### src/rtl/mem_arbiter.sv
// Shares one single-port memory between instruction fetch and data load/store.
// Tracks the one outstanding read and bounds how long a fetch can be starved.
module mem_arbiter #(
    parameter int AW           = 16,
    parameter int DW           = 32,
    parameter int RD_LAT       = 1,
    parameter int STARVE_LIMIT = 2
) (
    input  logic          Clock,
    input  logic          nReset,
    input  logic          IReq,
    input  logic [AW-1:0] IAddr,
    output logic          IGnt,
    output logic          IValid,
    output logic [DW-1:0] IData,
    input  logic          DReq,
    input  logic          DWe,
    input  logic [AW-1:0] DAddr,
    input  logic [DW-1:0] DWData,
    output logic          DGnt,
    output logic          DValid,
    output logic [DW-1:0] DRData,
    output logic [AW-1:0] MemAddr,
    output logic          MemReadEn,
    output logic          MemWriteEn,
    output logic [DW-1:0] MemWData,
    input  logic [DW-1:0] MemRData
);

    localparam logic [0:0] IDLE       = 1'b0;
    localparam logic [0:0] WAIT       = 1'b1;
    localparam logic       OWN_I      = 1'b0;
    localparam logic       OWN_D      = 1'b1;
    localparam logic [1:0] CNT_INIT   = 2'(RD_LAT - 1);
    localparam logic [2:0] STARVE_MAX = 3'(STARVE_LIMIT);

    logic [0:0] state_q, state_d;
    logic [1:0] cnt_q, cnt_d;
    logic       owner_q, owner_d;
    logic [2:0] starve_q, starve_d;

    logic mem_free;
    logic i_win;
    logic i_gnt;
    logic d_gnt;
    logic rd_grant;
    logic rd_done;

    // Data wins ties until the waiting fetch has seen STARVE_LIMIT data grants.
    always_comb begin
        mem_free = nReset && ((state_q == IDLE) || (cnt_q == 2'd0));
        i_win    = IReq && (!DReq || (starve_q == STARVE_MAX));
        i_gnt    = mem_free && i_win;
        d_gnt    = mem_free && DReq && !i_win;
        rd_grant = i_gnt || (d_gnt && !DWe);
        rd_done  = nReset && (state_q == WAIT) && (cnt_q == 2'd0);
    end

    always_comb begin
        IGnt       = i_gnt;
        DGnt       = d_gnt;
        MemReadEn  = rd_grant;
        MemWriteEn = d_gnt && DWe;
        MemWData   = DWData;
        if (i_gnt) begin
            MemAddr = IAddr;
        end else if (d_gnt) begin
            MemAddr = DAddr;
        end else begin
            MemAddr = '0;
        end
        IValid = rd_done && (owner_q == OWN_I);
        DValid = rd_done && (owner_q == OWN_D);
        IData  = IValid ? MemRData : '0;
        DRData = DValid ? MemRData : '0;
    end

    always_comb begin
        state_d = state_q;
        cnt_d   = cnt_q;
        owner_d = owner_q;
        if (rd_grant) begin
            state_d = WAIT;
            cnt_d   = CNT_INIT;
            owner_d = i_gnt ? OWN_I : OWN_D;
        end else if ((state_q == WAIT) && (cnt_q != 2'd0)) begin
            cnt_d = cnt_q - 2'd1;
        end else begin
            state_d = IDLE;
        end

        starve_d = starve_q;
        if (i_gnt || !IReq) begin
            starve_d = 3'd0;
        end else if (d_gnt) begin
            starve_d = (starve_q >= STARVE_MAX) ? STARVE_MAX : starve_q + 3'd1;
        end
    end

    always_ff @(posedge Clock) begin
        if (!nReset) begin
            state_q  <= IDLE;
            cnt_q    <= 2'd0;
            owner_q  <= OWN_I;
            starve_q <= 3'd0;
        end else begin
            state_q  <= state_d;
            cnt_q    <= cnt_d;
            owner_q  <= owner_d;
            starve_q <= starve_d;
        end
    end

endmodule

### config.mk
export PLATFORM = sky130hd
export DESIGN_NAME = mem_arbiter
export DESIGN_NICKNAME = d
export VERILOG_FILES = /design/src/rtl/mem_arbiter.sv
export SDC_FILE = /design/constraint.sdc
export NUM_CORES = 1
export LEC_CHECK = 0
export CORE_AREA = 8 8 90 92
export DETAILED_ROUTE_END_ITERATION = 12
export DIE_AREA = 0 0 98 100
export GPL_TIMING_DRIVEN = 0
export PLACE_DENSITY_LB_ADDON = 0.15
export SLEW_MARGIN = 0
export SYNTH_ARGS = -nofsm -noshare
export SYNTH_HDL_FRONTEND = slang
export SYNTH_SLANG_ARGS = --single-unit
export TNS_END_PERCENT = 1
### constraint.sdc
create_clock -name Clock -period 1.9 [get_ports Clock]
set_input_delay 0.38 -clock Clock [delete_from_list [all_inputs] [get_ports Clock]]
set_output_delay 0.38 -clock Clock [all_outputs]
set_load 0.02 [all_outputs]
-- Word-level counts from Yosys, hierarchy flattened
Cells that the tools add are included.
Widths: inputs -> output; s select.
- reductions and logical operators: 24
- shifts and indexed selects: 0
- multiply operators: 0
- order comparisons: 1
- muxes and demuxes: 8
- bitwise logic cells: 3
- eq/ne operators: 2
- $add $sub $neg: 2
- div/mod/pow operators: 0
- operators with widths (operator ; count):
    $mux 32 ; 2
    $mux 16 ; 2
    $logic_and 1x1->1 ; 12
    $logic_not 1->1 ; 4
    $logic_or 1x1->1 ; 4
    $reduce_or 2->1 ; 2
    $add 3x1->3 const B ; 1
    $eq 3x2->1 const B ; 1
    $ge 3x2->1 const B ; 1
    $mux 1 ; 3
    $mux 3 ; 1
    $not 1->1 ; 3
    $logic_not 2->1 ; 1
    $ne 2x2->1 const B ; 1
    $reduce_bool 2->1 ; 1
    $sub 2x1->2 const B ; 1
- input bits: 101
- bits in latches: 0
- ROM bits: 0
- memories: 0
- flip-flop bits (word level): 7
- word-level logic and storage cells: 44
- RAM bits: 0

-- Longest topological paths before layout
- word-level depth: 8
- depth in mapped cells: 8

-- Worst setup path after synthesis
OpenSTA, ideal clock, no wires.
- kind: register -> output
- from: reg starve_q[0]
- to: out MemAddr[0]
- data arrival time: 1.561 ns
- stages on the path, launching flop included: 9
- slack: -0.041 ns
- cell sequence: dfxtp_1 > inv_1 > ha_1 > nor2b_2 > o21a_1 > and3_1 > buf_6 > buf_6 > a22o_1
- elaborated cells on any way between the ends: 8
- those cells by class: eq/ne: 1; mux: 2; reduce/logical: 5
- RTL lines (element ; line ; source):
    from (decl) ; 40 ; logic [2:0] starve_q, starve_d;
    from (signal assigned) ; 110 ; starve_q <= starve_d;
    $eq 3x2->1 ; 52 ; i_win = IReq && (!DReq || (starve_q == STARVE_MAX));
    $logic_or 1x1->1 ; 52 ;
    $logic_and 1x1->1 ; 52 ;
    $logic_and 1x1->1 ; 53 ; i_gnt = mem_free && i_win;
    via IGnt ; 13 ; output logic IGnt,
    $mux 16 ; 65 ; if (i_gnt) begin
    to (decl) ; 23 ; output logic [AW-1:0] MemAddr,
The timed path passes the listed nets, and every way through them passes these cells.

-- Final worst setup path
- from: reg starve_q[0]
- to: out MemAddr[1]
- word-level cells in the longest chain between the ends: 7
- elaborated cells on any way between the ends: 8
- those cells by class: eq/ne: 1; mux: 2; reduce/logical: 5
- RTL lines (element ; line ; source):
    $eq 3x2->1 * ; 52 ;
    $logic_or 1x1->1 * ; 52 ;
    $logic_and 1x1->1 * ; 52 ;
    $logic_not 1->1 ; 54 ; d_gnt = mem_free && DReq && !i_win;
    $logic_and 1x1->1 ; 54 ;
    $mux 16 ; 67 ; end else if (d_gnt) begin
    $mux 16 * ; 65 ;
Mark *: on every way between the ends. The rest lies on a longest branch, timed or not.

==> summary.txt <==
Status
  – Status: finished with violations
  – Failing checks: negative setup slack

Worst setup path
  – CP Max Fanout: 5
  – CP endpoint kind: output pin
  – Data arrival, critical path: 1780 ps
  – Setup crit start kind: register
  – WS Path Type: reg2out
  – WP data required: 1520 ps
  – R2r setup slk: 400 ps

STA
  – Slew Viols, Final: 0
  – Fin Clk Skew: 1.59 ps
  – Hold Fails Final Rpt: 0
  – Worst Tran Pin Value: 323 ps
  – Final min period: 2160 ps
  – Max Freq: 0.462 GHz
  – # setup viols final: 78
  – RSZ-0062 raised after global routing: yes
  – Final WS setup: -263 ps
  – Sum Neg Setup Slack: -6000 ps
  – Slew headroom: 0.782
  – Final period util: 1.14

Clocking
  – Clk sink count: 7
  – TritonCTS clock tree: yes
  – Clk_lat worst skew: 220 ps
  – Root cell of the clock tree: clkbuf_8
  – CTS Hold Bufs: 0
  – H-Tree Level Count: 1
  – CTS Buf Count: 3
  – Clock-pin slew on the worst setup and hold paths: 40 ps
  – CTS Buffer Depth: 2

Global route
  – Grt ovf: 0
  – Largest net degree at the start of global routing: 11
  – Initial antenna violation count: 0
  – GR Util All Layers: 0.144
  – First-pass GRT wire length: 11500 microns
  – Vias in the first global route: 1970

Layout
  – Ant diodes: 0
  – Post-layout instance area: 0.00336 sq mm
  – Filler cell count: 679
  – Post-layout util: 0.505
  – Share of cells above drive strength 1: 0.437
  – NumNets Final: 476
  – Syn-to-layout area delta: 171%

Route
  – Antenna viol nets, final: 0
  – Vias: 1847
  – Final WL: 7710 microns
  – Detailed Routing Iterations Pass 1: 4
  – DR WL/cell: 17.1 microns
  – Initial DRC Count: 6
  – Vias per cell: 4.10
  – DRC errors left: 0

Floorplanning
  – Core ar.: 0.00664 sq mm
  – Top Ports: 219
  – Row count: 30
  – Die H: 100 microns
  – Die Area: 0.00980 sq mm
  – Die width: 98 microns
  – Initial Utilization: 0.187

Pwr
  – Cell Pwr Density: 284 mW/mm^2
  – Leak: 1.62 nW
  – Worst vdd ir: 0.278 mV

Worst hold path
  – Hold Path Class: reg2reg

Logic synthesis
  – Mapped Cells: 174
  – Sequential fraction of the synthesis area: 0.113
  – Seq cells post-synth: 7
  – Avg Cell Area, Syn: 7.13 sq um
  – Post-synthesis net count: 278
  – Post-synthesis cell area: 0.00124 sq mm
  – Ys Warns: 0
  – Yosys cell types: 25

Placement
  – Area post-placement: 0.00328 sq mm
  – Routability-driven placement congestion ratio: 0.754
  – Final HPWL DP: 6690 microns
  – IO buf count: 186
  – Pre-CTS setup slack: -1090 ps

Flow run
  – Max_cap viols: 0
## area by class of cell
type | instances | area, sq um | share of cell area
repair buffers | 193 | 1770 | 0.526
multi-input cells | 117 | 891 | 0.265
plain buffers | 42 | 380 | 0.113
flip-flops and latches | 7 | 145 | 0.0432
well taps | 80 | 100 | 0.0298
clock buffers | 4 | 45.0 | 0.0134
inverters | 8 | 31.3 | 0.00931
## critical path, cell delays in order, from the launching register on
cell	delay [ps]
dfxtp_2	320
inv_2	50
ha_4	140
nor2b_4	120
o21a_1	180
and3_4	150
buf_6	130
buf_16	130
a22o_4	210
buf_6	120
## worst paths after layout
kind	startpoint	to	depth (start not counted)
setup / recovery	starve_q[0]$_SDFFE_PP0P_	MemAddr[1]	9
hold / removal	cnt_q[0]$_SDFFE_PP0P_	cnt_q[0]$_SDFFE_PP0P_	2
setup reg to reg	starve_q[0]$_SDFFE_PP0P_	starve_q[0]$_SDFFE_PP0P_	8
hold reg to reg	cnt_q[0]$_SDFFE_PP0P_	cnt_q[0]$_SDFFE_PP0P_	2
## power by group
| group | internal [mW] | leakage, nW | total, mW | switching [mW] |
|---|---|---|---|---|
| clock | 0.145 | 0.0228 | 0.209 | 0.0642 |
| sequential | 0.150 | 0.0588 | 0.154 | 0.00337 |
| combinational | 0.355 | 1.54 | 0.590 | 0.235 |
## per-stage QoR
step	hold WS, ps	cells	total power [mW]
finish	501	451	0.953
global route	553	451	0.996
CTS	499	450	0.959
detailed placement	465	440	0.736
global placement	456	440	0.733
floorplan	445	174	0.405
## sequential cells by signal (all words and copies together) (netlist names)
register	count
starve_q	3
cnt_q	2
owner_q	1
state_q	1
## kinds of logic after synthesis
| logic type | synth area share |
|---|---|
| AOI/OAI and AO/OA | 0.177 |
| adders and majority gates | 0.0303 |
| buffers and inverters | 0.270 |
| DFF | 0.113 |
| and+or+nand+nor | 0.410 |
## layout by cell type (no fill, tap or decap), types with 2 or more instances in the layout
| master | count |
|---|---|
| dfxtp_1 | 3 |
| buf_2 | 12 |
| nand3_1 | 2 |
| dfxtp_2 | 4 |
| nor2_1 | 6 |
| clkdlybuf4s15_2 | 5 |
| ha_4 | 2 |
| buf_4 | 91 |
| clkdlybuf4s50_1 | 98 |
| nor2_4 | 2 |
| dlygate4sd2_1 | 2 |
| clkbuf_8 | 9 |
| buf_6 | 18 |
| a22o_4 | 7 |
| inv_1 | 5 |
| a21oi_1 | 6 |
| a31oi_1 | 2 |
| inv_2 | 2 |
| nand2_1 | 3 |
| a22o_1 | 9 |
| and2_1 | 64 |
## synth_stat cells
cell type | number | area share
dfxtp_1 | 7 | 0.11
nand3_1 | 3 | 0.012
and3_1 | 1 | 0.0050
o21ai_0 | 1 | 0.0040
a31oi_1 | 2 | 0.010
and2_1 | 64 | 0.32
nand2b_1 | 2 | 0.010
nor2_1 | 8 | 0.024
a22o_1 | 16 | 0.11
a21oi_1 | 6 | 0.024
nand2_1 | 3 | 0.0091
a21o_1 | 1 | 0.0061
clkinv_2 | 1 | 0.0040
ha_1 | 3 | 0.030
o21a_1 | 1 | 0.0061
nor3_2 | 1 | 0.0081
nor2b_1 | 1 | 0.0050
inv_1 | 7 | 0.021
buf_4 | 33 | 0.20
a211oi_1 | 1 | 0.0061
a211o_1 | 1 | 0.0071
buf_6 | 3 | 0.027
clkbuf_1 | 6 | 0.018
nor2b_2 | 1 | 0.0071
nand3b_1 | 1 | 0.0061
## layer usage
layer | track usage | share of wire | wire length (microns)
met3 | 0.0713 | 0.12 | 947
met5 | 0 | 0 | 0
met1 | 0.144 | 0.37 | 2830
met4 | 0.0192 | 0.0060 | 46
met2 | 0.270 | 0.50 | 3890
## what timing repair did
| action | in CTS | in global routing |
|---|---|---|
| cloned | 2 | 0 |
| resized for setup | 456 | 12 |
| pin swaps | 3 | 2 |
| setup endpoints to repair | 86 | 83 |
| buffers inserted | 4 | 1 |
(Power assumes the default switching activity.)
